===== src/rtl/alu_bist.sv =====
// alu_bist: BIST sequencer that sweeps every ALU opcode with LFSR operands and folds the results into a MISR.
// Optional macro ALU_BIST_ZERO_CHECK_EN adds a sticky zero_err output that cross-checks the ALU zero flag.
//
// state  | meaning
// IDLE   | after reset; operands and signature hold
// RUN    | one vector per cycle, result folded into the MISR
// DONE   | sweep finished; signature and pass held until start or rst
module alu_bist #(
    parameter logic [31:0] SEED           = 32'h1,
    parameter int unsigned VECTORS_PER_OP = 64,
    parameter logic [3:0]  LAST_OP        = 4'd9,
    parameter logic [31:0] GOLDEN_SIG     = 32'h0
) (
    input  logic        clk,
    input  logic        rst,
    input  logic        start,
    input  logic [31:0] result,
    input  logic        zero_flag,
    output logic [31:0] srcA,
    output logic [31:0] srcB,
    output logic [3:0]  ALU_sel,
    output logic        busy,
    output logic        done,
    output logic        pass,
`ifdef ALU_BIST_ZERO_CHECK_EN
    output logic        zero_err,
`endif
    output logic [31:0] signature
);

    localparam int CNT_W = (VECTORS_PER_OP > 1) ? $clog2(VECTORS_PER_OP) : 1;
    localparam logic [CNT_W-1:0] CNT_LAST = CNT_W'(VECTORS_PER_OP - 1);

    typedef enum logic [1:0] {
        S_IDLE = 2'd0,
        S_RUN  = 2'd1,
        S_DONE = 2'd2
    } state_t;

    state_t           state;
    state_t           state_nxt;
    logic [CNT_W-1:0] vec_cnt;
    logic             run_entry;
    logic             last_vec;
    logic             sig_ok;

    function automatic logic [31:0] lfsr_next(input logic [31:0] x);
        return {x[30:0], x[31] ^ x[21] ^ x[1] ^ x[0]};
    endfunction

    assign run_entry = (state != S_RUN) && start;
    assign last_vec  = (state == S_RUN) && (vec_cnt == CNT_LAST) && (ALU_sel == LAST_OP);

    always_ff @(posedge clk) begin
        if (rst) begin
            state <= S_IDLE;
        end else begin
            state <= state_nxt;
        end
    end

    always_comb begin
        state_nxt = state;
        case (state)
            S_IDLE:  if (start) state_nxt = S_RUN;
            S_RUN:   if (last_vec) state_nxt = S_DONE;
            S_DONE:  if (start) state_nxt = S_RUN;
            default: state_nxt = S_IDLE;
        endcase
    end

`ifdef ALU_BIST_ZERO_CHECK_EN
    assign sig_ok = (signature == GOLDEN_SIG) && !zero_err;
`else
    logic unused_zero_flag;
    assign unused_zero_flag = zero_flag;
    assign sig_ok = (signature == GOLDEN_SIG);
`endif

    always_comb begin
        busy = 1'b0;
        done = 1'b0;
        pass = 1'b0;
        case (state)
            S_RUN:  busy = 1'b1;
            S_DONE: begin
                done = 1'b1;
                pass = sig_ok;
            end
            default: ;
        endcase
    end

    // The final vector is captured without advancing operands or opcode, so DONE shows the last pattern applied.
    always_ff @(posedge clk) begin
        if (rst) begin
            srcA      <= '0;
            srcB      <= '0;
            ALU_sel   <= '0;
            vec_cnt   <= '0;
            signature <= '0;
        end else if (run_entry) begin
            srcA      <= SEED;
            srcB      <= {SEED[15:0], SEED[31:16]};
            ALU_sel   <= '0;
            vec_cnt   <= '0;
            signature <= '0;
        end else if (state == S_RUN) begin
            signature <= lfsr_next(signature) ^ result;
            if (!last_vec) begin
                srcA <= lfsr_next(srcA);
                srcB <= lfsr_next(srcB);
                if (vec_cnt == CNT_LAST) begin
                    vec_cnt <= '0;
                    ALU_sel <= ALU_sel + 4'd1;
                end else begin
                    vec_cnt <= vec_cnt + 1'b1;
                end
            end
        end
    end

`ifdef ALU_BIST_ZERO_CHECK_EN
    always_ff @(posedge clk) begin
        if (rst) begin
            zero_err <= 1'b0;
        end else if (run_entry) begin
            zero_err <= 1'b0;
        end else if ((state == S_RUN) && (zero_flag != (result == 32'h0))) begin
            zero_err <= 1'b1;
        end
    end
`endif

endmodule


===== config.mk =====
export PLATFORM = sky130hd
export DESIGN_NAME = alu_bist
export DESIGN_NICKNAME = d
export VERILOG_FILES = /design/src/rtl/alu_bist.sv
export SDC_FILE = /design/constraint.sdc
export NUM_CORES = 1
export LEC_CHECK = 0
export BUFFER_PORTS_ARGS = -buffer_cell sky130_fd_sc_hd__buf_2
export CAP_MARGIN = 20
export CORE_ASPECT_RATIO = 1.75
export CORE_MARGIN = 4
export CORE_UTILIZATION = 38
export DETAILED_ROUTE_END_ITERATION = 8
export GPL_TIMING_DRIVEN = 0
export REMOVE_ABC_BUFFERS = 1
export SLEW_MARGIN = 20
export SYNTH_ARGS = -nofsm -noshare
export SYNTH_HDL_FRONTEND = slang
export SYNTH_SLANG_ARGS = --single-unit

===== constraint.sdc =====
create_clock -name clk -period 2.4 [get_ports clk]
set_input_delay 0.12 -clock clk [delete_from_list [all_inputs] [get_ports clk]]
set_output_delay 0.12 -clock clk [all_outputs]
set_load 0.01 [all_outputs]

Word level (Yosys, flattened, before mapping)
Cells that the tools add are included.

Flip-flop bits (word level): 108. Input bits: 36. Output and inout bits: 103. Logic and storage cells: 54.

Add/subtract/negate cells: 2. Equality and inequality tests: 8. Mux-type cells: 13. Bitwise logic cells: 11. Reduce and logical (&&, ||, !) cells: 12.

Operators by type and width (count): $mux W17 (3); $logic_not A32 Y1 (1); $xor A32 B32 Y32 (1); $xor A1 B1 Y1 (9); $add A6 B1 Y6 const B (1); $eq A6 B6 Y1 const B (1); $mux W1 (6); $mux W6 (1); $reduce_and A2 Y1 (3); $add A4 B1 Y4 const B (1); $eq A4 B4 Y1 const B (1); $mux W2 (2); $ne A2 B1 Y1 const B (2); $ne A2 B2 Y1 const B (2); $pmux W2 S2 (1); $reduce_or A2 Y1 (2); $logic_and A1 B1 Y1 (3); $reduce_and A3 Y1 (1); $eq A2 B1 Y1 const B (1); $eq A2 B2 Y1 const B (1); $logic_not A2 Y1 (1); $reduce_bool A2 Y1 (1); $not A1 Y1 (1).

Logic depth before layout (Yosys ltp)
Gate-level depths: netlist of run 1.

Depth after elaboration: 6. Gate-level depth with buffers: 8. Mapped depth without buffers: 6.

Worst setup path before layout of run 1
OpenSTA, ideal clock, no wires.

Path type: flip-flop to flip-flop. From: register vec_cnt[0]. To: register srcA[21]. Setup time: 70 ps. Arrival time: 1598 ps. Required time: 2330 ps. Slack: 731 ps. Cell stages (with the launch flop): 8. Path buffers: 2. Clock period less this slack: 1669 ps. Cell sequence: dfxtp_1 -> ha_1 -> nand2_1 -> o31ai_4 -> buf_4 -> buf_6 -> nand2_1 -> a21oi_1.

Cells in the longest elaborated chain, start to end: 5.

RTL lines: start, declared (RTL line 42) `logic [CNT_W-1:0] vec_cnt;`; start signal, assigned (RTL line 117) `vec_cnt <= vec_cnt + 1'b1;`; $eq A6 B6 Y1 (RTL line 52) `assign last_vec = (state == S_RUN) && (vec_cnt == CNT_LAST) && (ALU_sel == LAST_OP);`; $logic_and A1 B1 Y1 (2 in series) (RTL line 52); $not A1 Y1 (no line); $reduce_and A2 Y1 (no line); end signal, assigned (RTL line 111) `srcA <= lfsr_next(srcA);`; end, declared (RTL line 19) `output logic [31:0] srcA,`.

Every way passes these cells. A chain may end at the register's enable or synchronous reset.

Worst setup path after layout of run 1
From: register vec_cnt[0]. To: register srcA[0].

Cells in the longest elaborated chain, start to end: 5.

RTL lines (RTL line): $eq A6 B6 Y1 (52); $logic_and A1 B1 Y1 (2 in series) (52); $ne A2 B2 Y1 (no line); $reduce_and A2 Y1 (no line).

Every way passes these cells.

==> results of run 1 <==
worst min path at each step:
stage | startpoint | end | slack, ps | depth (start not counted)
6_report | rst | srcB[16] | 40 | 2
5_1_grt | rst | srcB[16] | 30 | 2
4_1_cts | rst | srcB[16] | 20 | 2
3_5_place_dp | rst | srcB[16] | 380 | 2
3_3_place_gp | rst | state[0] | 370 | 2
2_1_floorplan | rst | srcB[16] | 190 | 1
critical path, delay by kind of cell, from the launching register on:
family	cells	cell delay, ps
buffers and inverters	1	230
flip-flops	1	410
adder cells (fa/ha/maj)	1	220
AND/OR/NAND/NOR	1	220
AO/OA/AOI/OAI	3	900
timing repair:
| action | CTS | global route |
|---|---|---|
| pin swaps | 0 | 1 |
| setup endpoints to repair | 69 | 22 |
| gates cloned | 0 | 0 |
| resized for setup | 4 | 2 |
| setup buffers | 0 | 3 |
| hold buffers | 0 | 0 |
power breakdown:
part / internal, mW / leakage (nW) / switching, mW
registers: 1.83 / 0.874 / 0.0495
clock network: 0.874 / 0.153 / 0.645
logic: 0.172 / 1.16 / 0.240
total: 2.88 / 2.19 / 0.934
cell usage in the layout (no fill, tap or decap), types with 2 or more instances in the layout:
master | synthesis | layout
buf_2 | 19 | 137
nand2_1 | 131 | 131
dfxtp_1 | 108 | 108
a21oi_1 | 70 | 70
xnor2_1 | 39 | 39
nor2_1 | 37 | 37
a211oi_1 | 32 | 32
nor4_1 | 9 | 9
clkbuf_16 | 0 | 9
nand2b_1 | 5 | 4
nand3_1 | 4 | 4
or3_1 | 4 | 4
inv_1 | 3 | 3
or4_1 | 3 | 3
o21ai_0 | 3 | 3
ha_1 | 3 | 3
nand4_1 | 2 | 2
o211ai_1 | 2 | 2
clkbuf_8 | 0 | 2
clkinv_4 | 0 | 2
buf_12 | 0 | 2
buf_16 | 0 | 2
buf_4 | 1 | 2
buf_6 | 1 | 2
cell families (layout without fill, tap and decap cells):
group	after synthesis	after routing	share of synthesized area, %
adder cells (fa/ha/maj)	3	3	0.876
multiplexers	1	1	0.234
flip-flops	108	108	50.5
AND/OR/NAND/NOR	199	199	19.7
AO/OA/AOI/OAI	116	116	16.5
buffers and inverters	37	165	4.06
XOR/XNOR	40	40	8.18
flip-flops by register name (all words and copies together), names as in the netlist:
register   cells
ALU_sel        4
signature     32
srcA          32
srcB          32
state          2
vec_cnt        6
stage by stage:
stage                     worst slack [ps]  area [µm²]  cells  hold slack (ps)
after CTS                             28.6        5420    761             21.2
after floorplan                       -711        4130    471              189
after detailed placement              -609        5080    745              385
after global placement               -1690        4980    740              367
final                                  283        5450    764             40.4
after global routing                  84.8        5450    764             32.8
final cells by class:
class	instances	area [µm²]
fillers	1120	5650
flip-flops and latches	108	2160
multi-input cells	359	1970
repair buffers	145	818
clock buffers	12	256
well taps	132	165
clock inverters	4	56.3
inverters	4	27.5
per-layer routing:
layer | vias up | part of all wire (%) | global-route usage [%]
met2 | 109 | 51 | 28.4
li1 | 1955 | - | -
met4 | 0 | 1.1 | 4.77
met5 | - | 0 | 0
met1 | 1738 | 41 | 17.8
met3 | 10 | 7.1 | 4.71
==> flow_summary.toml, run 1 <==
[status]
outcome = "complete, no violations"

[yosys]
syn_avg_cell_area_um2 = 8.50
synthCells = 504
synth_warnings = 0
ys.flop_type = "dfxtp_1"
synthTopCellsByArea = "dfxtp_1, nand2_1, a21oi_1, xnor2_1, a211oi_1"
synth_top_area_share_pct = 50.5
ys_seq_area_share_pct = 50.5
yosysUniqueCellTypes = 37
ys_top_cells_by_count = "nand2_1, dfxtp_1, a21oi_1"
synthMostInstantiatedCell = "nand2_1"
synth-edff-count = 0
synth_area_um2 = 4290
synth-seq-cells = 108
synth_top_cell_by_area = "dfxtp_1"
postSynth.asyncResetShare_pct = 0

[cells_and_area]
drive_above_1_share_pct = 26.4
finish.net_count = 666
syn_to_final_growth_pct = 27.3
antenna_cells = 0
final_core_util_pct = 49.1

[place]
place_congestion = 0.717
post-dp-hpwl_um = 7420
numPortBuffers = 137

[sta]
drv_slew = 0
finClkSkew_ps = 7.25
rsz0062_at_grt = "false"
fmaxAchievable_mhz = 472
hold_violations = 0
setup_viol = 0
min_period_over_period_pct = 88.2
max-slew-margin-rel_pct = 68.2
setup_tns_ps = 0
period_minus_slack_ps = 2120
tightest_slew_ps = 477

[die]
initial_core_util_pct = 38.6
core_um2 = 11100
die_area_um2 = 13100
die_h_um = 148
io_pins = 139
die_w_um = 88.3
rows = 51

[clock_network]
numCtsBuffers = 9
clk_pin_slew_ps = 70
cts_root_buf = "clkbuf_16"
clk_latency_ps = 340
cts_tree = "done"
cts_sinks = 108
cts_max_level = 3
clockBufferDepth = 2

[pwr]
peakVddDrop_v = 0.000462
p_leak_nw = 2.19
powerDensity_nw_per_um2 = 699
total_power_mw = 3.81

[routing]
num_vias = 3812
drt_first_iter_violations = 114
drt_pass1_iterations = 4
wl_per_cell_um = 13.4
ant_nets = 0
vias_per_cell = 4.99
wl_um = 10300
drc_errors = 0

[grt]
grt_pass1_vias = 3690
grt_pass1_wl_um = 16900
overflow = 0
grt_start_max_net_pins = 68
antenna_found_initial = 0
track_usage_pct = 15.9

[worst_setup_path]
cp_slowest_cell = "o31a_4"
startpoint_type = "register"
startpoint = "vec_cnt[0]"
worstPathRequired_ps = 2610
r2r-end = "srcA[0]"
crit_chain = "ha_1 > nand2_1 > o31a_4 > buf_12 > a221oi_1 > a311oi_1"
rrSetupSlack_ps = 280
rr_worst_depth = 6
endpoint = "srcA[0]"
r2r_start = "vec_cnt[0]"
crit_path_end_kind = "register"
worstPathArrival_ps = 2330
worst-path-max-fanout = 34
critPathKind = "register to register"
critPathMaxStageDelay_ps = 570

[min_path]
hold_path_class = "primary input to register"

[job]
cap_violations = 0
Power figures use the tool's default switching activity.
==> run 2, diff against run 1 <==
--- a/config.mk
+++ b/config.mk
@@ -7,7 +7,7 @@
 export LEC_CHECK = 0
 export BUFFER_PORTS_ARGS = -buffer_cell sky130_fd_sc_hd__buf_2
 export CAP_MARGIN = 20
-export CORE_ASPECT_RATIO = 1.75
+export CORE_ASPECT_RATIO = 2
 export CORE_MARGIN = 4
 export CORE_UTILIZATION = 38
 export DETAILED_ROUTE_END_ITERATION = 8
==> run 2 against run 1 <==
Effect of this change:
- sequential share of layout area barely moved
- largest cell class unchanged
- die area rose by 0.28%
- maximum frequency rose by 1.1%
- flip-flop and latch count did not move
- non-clock buffer count rose by 1
- critical path depth rose by 2
- via count fell by 0.52%
- register-to-register slack improved by 20 ps
- final cell count rose by 1.2%
- hold slack barely moved
- clock-buffer cell count fell by 1
- sequential power barely moved
==> flow_summary.toml, run 2 (synthesis results as in run 1) <==
[sta]
period_minus_slack_ps = 2090
tightest_slew_ps = 493
hold_violations = 0
rsz0062_at_grt = "false"
max-slew-margin-rel_pct = 66.8
fmaxAchievable_mhz = 478
drv_slew = 0
min_period_over_period_pct = 87.3
setup_slack_ps = 306
setup_viol = 0
finClkSkew_ps = 9.58

[routing]
wl_per_cell_um = 13.6
wl_um = 10500
drt_pass1_iterations = 4
num_vias = 3792
drc_errors = 0
drt_first_iter_violations = 134
vias_per_cell = 4.91
ant_nets = 0

[cells_and_area]
final_common_cell = "buf_2"
antenna_cells = 0
drive_above_1_share_pct = 26.5
finish.net_count = 667
final_area_um2 = 5450
final_cell_mix = "buf_2, nand2_1, dfxtp_1, a21oi_1, xnor2_1"
n_fill_cell = 1091
syn_to_final_growth_pct = 27.2
biggestRegsByFlops = "signature x32, srcA x32, srcB x32"
final_core_util_pct = 49.8

[pwr]
p_comb_share_pct = 10.9
p_clk_share_pct = 39.3
powerDensity_nw_per_um2 = 693
switching_power_mw = 0.934
swShare_pct = 24.7
total_power_mw = 3.78
p_int_mw = 2.85
peakVddDrop_v = 0.000678
seq_power_share_pct = 49.8
p_leak_nw = 2.18

[grt]
track_usage_pct = 15.7
antenna_found_initial = 0
overflow = 0
met3_usage_pct = 3.65
grt_pass1_vias = 3594
grt_pass1_wl_um = 17200
use_met1_pct = 17.8
grtUsageMet2_pct = 28.8
grt_start_max_net_pins = 68
busiest_layer = "met2"

[die]
rows = 54
die_area_um2 = 13100
die_w_um = 83.1
initial_core_util_pct = 39.2
die_h_um = 158
core_um2 = 10900
io_pins = 139

[place]
place_congestion = 0.730
numPortBuffers = 137
post-dp-hpwl_um = 7520
dp_worst_setup_slack_ps = -553
dpl_cell_area_um2 = 5100

[worst_setup_path]
crit_path_end_kind = "register"
worstPathArrival_ps = 2360
critPathKind = "register to register"
critPathMaxStageDelay_ps = 340
worst-path-max-fanout = 67
startpoint_type = "register"
crit_top_cell = "buf_4"
cp_slowest_cell = "or3_1"
crit_chain = "nand2b_2 > clkinv_8 > o31ai_4 > buf_4 > buf_4 > buf_8 > or3_1 > a21oi_1"
worstPathRequired_ps = 2660

[clock_network]
cts_sinks = 108
hold_buffers = 0
clockBufferDepth = 2
cts_root_buf = "clkbuf_16"
clk_pin_slew_ps = 70
clk_latency_ps = 330
cts_tree = "done"
cts_max_level = 3
numCtsBuffers = 9

[status]
outcome = "complete, no violations"

[min_path]
hold_path_class = "primary input to register"

[job]
cap_violations = 0
[run 2: what timing repair did]
item                                    4_1_cts  5_1_grt
gates resized for setup                       3        4
endpoints found under the setup margin       69       22
pin swaps                                     0        1
cloned                                        0        0
buffers inserted                              0        4
[run 2: worst max-delay path: cells and delay by family (launching register included)]
kind            cells  cell delay [ps]
simple gates        2              670
compound gates      2              250
buf+inv             4              780
flops               1              310
[run 2: routing by layer]
layer  part of all wire (%)  vias up  routed length (µm)
met5                      0        -                   0
met4                    1.4        0                 142
met3                    5.6        9                 587
met2                     53      105                5530
met1                     40     1736                4220
li1                       -     1942                   -
[run 2: path summary, 6_finish.rpt]
kind	cells past startpoint	startpoint	slack [ps]	endpoint
worst max-delay path	8	state[1]	310	srcB[0]
worst min-delay path	2	rst	40	srcB[16]
worst max register to register	8	state[1]	310	srcB[0]
worst min register to register	2	srcA[25]	470	srcA[26]
[run 2: layout make-up]
cell class | count | area [µm²] | share of cell area (%)
Sequential cell | 108 | 2160 | 39.7
Multi-Input combinational cell | 359 | 1970 | 36.1
Timing Repair Buffer | 146 | 817 | 15.0
Clock buffer | 11 | 243 | 4.45
Tap cell | 140 | 175 | 3.21
Clock inverter | 5 | 60.1 | 1.10
Inverter | 4 | 27.5 | 0.505
[run 2: metrics by stage]
step	TNS [ps]	std cells	hold WS, ps
finish	0	773	40.2
global route	0	773	41.0
CTS	0	769	21.8
detailed placement	-18630	753	379
global placement	-139080	748	364
floorplan	-36110	471	189
[run 2: power by group through the flow]
| stage | Clock [mW] | Combinational [mW] | Sequential (mW) |
|---|---|---|---|
| final | 1.49 | 0.412 | 1.88 |
| after global routing | 1.60 | 0.457 | 1.89 |
| after CTS | 1.54 | 0.410 | 1.88 |
| after detailed placement | 0 | 0.407 | 1.92 |
| after global placement | 0 | 0.372 | 1.92 |
| after floorplan | 0 | 0.219 | 1.93 |
==> run 3, diff against run 2 <==
--- a/config.mk
+++ b/config.mk
@@ -13,6 +13,7 @@
 export DETAILED_ROUTE_END_ITERATION = 8
 export GPL_TIMING_DRIVEN = 0
 export REMOVE_ABC_BUFFERS = 1
+export SKIP_CTS_REPAIR_TIMING = 1
 export SLEW_MARGIN = 20
 export SYNTH_ARGS = -nofsm -noshare
 export SYNTH_HDL_FRONTEND = slang
==> constraint.sdc (replaced) <==
create_clock -name clk -period 2.4 [get_ports clk]
set_input_delay 0.48 -clock clk [delete_from_list [all_inputs] [get_ports clk]]
set_output_delay 0.48 -clock clk [all_outputs]
set_load 0.05 [all_outputs]
==> run 3 against run 2 <==
Effect of this change:
- total power rose by 3.2%
- via count rose by 0.71%
- routed wire length rose by 0.28%
- register-to-register slack got worse by 20 ps
- hold slack improved by 360 ps
- critical path type is now register to output pin
- maximum frequency fell by 9.9%
- first-iteration DRC count fell by 1.5%
- clock skew fell by 0.65 ps
- global-route usage fell by 0.056 points
- largest power group unchanged
==> flow_summary.toml, run 3 (synthesis results as in run 1) <==
[die]
rows = 54
core_um2 = 10900
io_pins = 139
initial_core_util_pct = 39.2
die_w_um = 83.1
die_h_um = 158
die_area_um2 = 13100

[pwr]
powerDensity_nw_per_um2 = 713
p_int_mw = 2.85
peakVddDrop_v = 0.000677
switching_power_mw = 1.05
p_leak_nw = 2.18
seq_power_share_pct = 48.3
p_clk_share_pct = 38.1
swShare_pct = 27.0
p_comb_share_pct = 13.6

[clock_network]
cts_root_buf = "clkbuf_16"
cts_tree = "done"
cts_sinks = 108
clockBufferDepth = 2
clk_latency_ps = 330
clk_pin_slew_ps = 70
cts_max_level = 3
numCtsBuffers = 9

[job]
cap_violations = 0

[grt]
met3_usage_pct = 3.65
grtUsageMet2_pct = 28.8
track_usage_pct = 15.6
grt_pass1_vias = 3588
use_met1_pct = 17.7
grt_pass1_wl_um = 17100
overflow = 0
busiest_layer = "met2"
grt_start_max_net_pins = 68
antenna_found_initial = 0

[routing]
ant_nets = 0
wl_um = 10500
drc_errors = 0
num_vias = 3819
drt_first_iter_violations = 132
drt_pass1_iterations = 4
wl_per_cell_um = 13.6
vias_per_cell = 4.95

[sta]
period_minus_slack_ps = 2320
setup_viol = 0
hold_violations = 0
fmaxAchievable_mhz = 430
drv_slew = 0
tightest_slew_ps = 412
hold_slack_ps = 397
finClkSkew_ps = 8.93
max-slew-margin-rel_pct = 72.5
min_period_over_period_pct = 96.9
rsz0062_at_grt = "false"

[cells_and_area]
n_fill_cell = 1083
antenna_cells = 0
final_area_um2 = 5470
final_cell_mix = "buf_2, nand2_1, dfxtp_1, a21oi_1, xnor2_1"
biggestRegsByFlops = "signature x32, srcA x32, srcB x32"
finish.net_count = 666
syn_to_final_growth_pct = 27.6
final_common_cell = "buf_2"
drive_above_1_share_pct = 26.9

[worst_setup_path]
crit_path_end_kind = "output pin"
worstPathRequired_ps = 1920
path_buf_inv = 1
rrSetupSlack_ps = 290
critPathMaxStageDelay_ps = 580
startpoint_type = "register"
cp_slowest_cell = "or4_1"
worstPathArrival_ps = 1840
critPathKind = "register to output pin"
path_delay_family = "simple AND/OR/NAND/NOR gates"
crit_chain = "or4_1 > nor4_1 > buf_4"
worst-path-max-fanout = 4

[place]
post-dp-hpwl_um = 7520
numPortBuffers = 137
dpl_cell_area_um2 = 5100
place_congestion = 0.730

[min_path]
hold_path_class = "primary input to register"

[status]
outcome = "complete, no violations"
[run 3: cell types whose count changed in the layout (fill, tap and decap cells not counted)]
cell | before | now
nor4_1 | 9 | 6
buf_2 | 137 | 136
nor4_2 | 0 | 3
[run 3: final cells by class]
cell class	count	area, µm²	area share [%]
Multi-Input combinational cell	359	1990	36.3
Clock buffer	11	243	4.44
Timing Repair Buffer	145	812	14.9
Sequential cell	108	2160	39.6
Clock inverter	5	60.1	1.10
Inverter	4	27.5	0.504
Tap cell	140	175	3.20
[run 3: power groups by stage]
stage / combinational (mW) / clock, mW / sequential, mW
floorplan: 0.224 / 0 / 2.04
global placement: 0.490 / 0 / 1.92
detailed placement: 0.525 / 0 / 1.92
CTS: 0.527 / 1.54 / 1.88
global route: 0.577 / 1.60 / 1.89
finish: 0.531 / 1.48 / 1.88
[run 3: final timing paths]
kind | startpoint | to | depth (start not counted)
max reg2reg | state[1] | srcB[0] | 8
min | rst | state[0] | 2
min reg2reg | srcA[25] | srcA[26] | 2
max | signature[7] | pass | 3
[run 3: routing by layer]
metal,part of all wire (%),vias to the layer above
li1,-,1940
met1,41,1769
met2,53,103
met3,5.5,7
met4,1.2,0
met5,0,-
[run 3: per-stage QoR]
| stage | worst slack, ps | utilization [%] | std cells | power, mW | TNS [ps] |
|---|---|---|---|---|---|
| 4_1_cts | -579 | 49.3 | 769 | 3.95 | -20780 |
| 5_1_grt | 16.3 | 49.9 | 772 | 4.07 | 0 |
| 3_3_place_gp | -1700 | 45.6 | 748 | 2.41 | -139080 |
| 3_5_place_dp | -553 | 46.6 | 753 | 2.45 | -18650 |
| 2_1_floorplan | -844 | - | 471 | 2.27 | -47370 |
| 6_report | 75.1 | 49.9 | 772 | 3.90 | 0 |
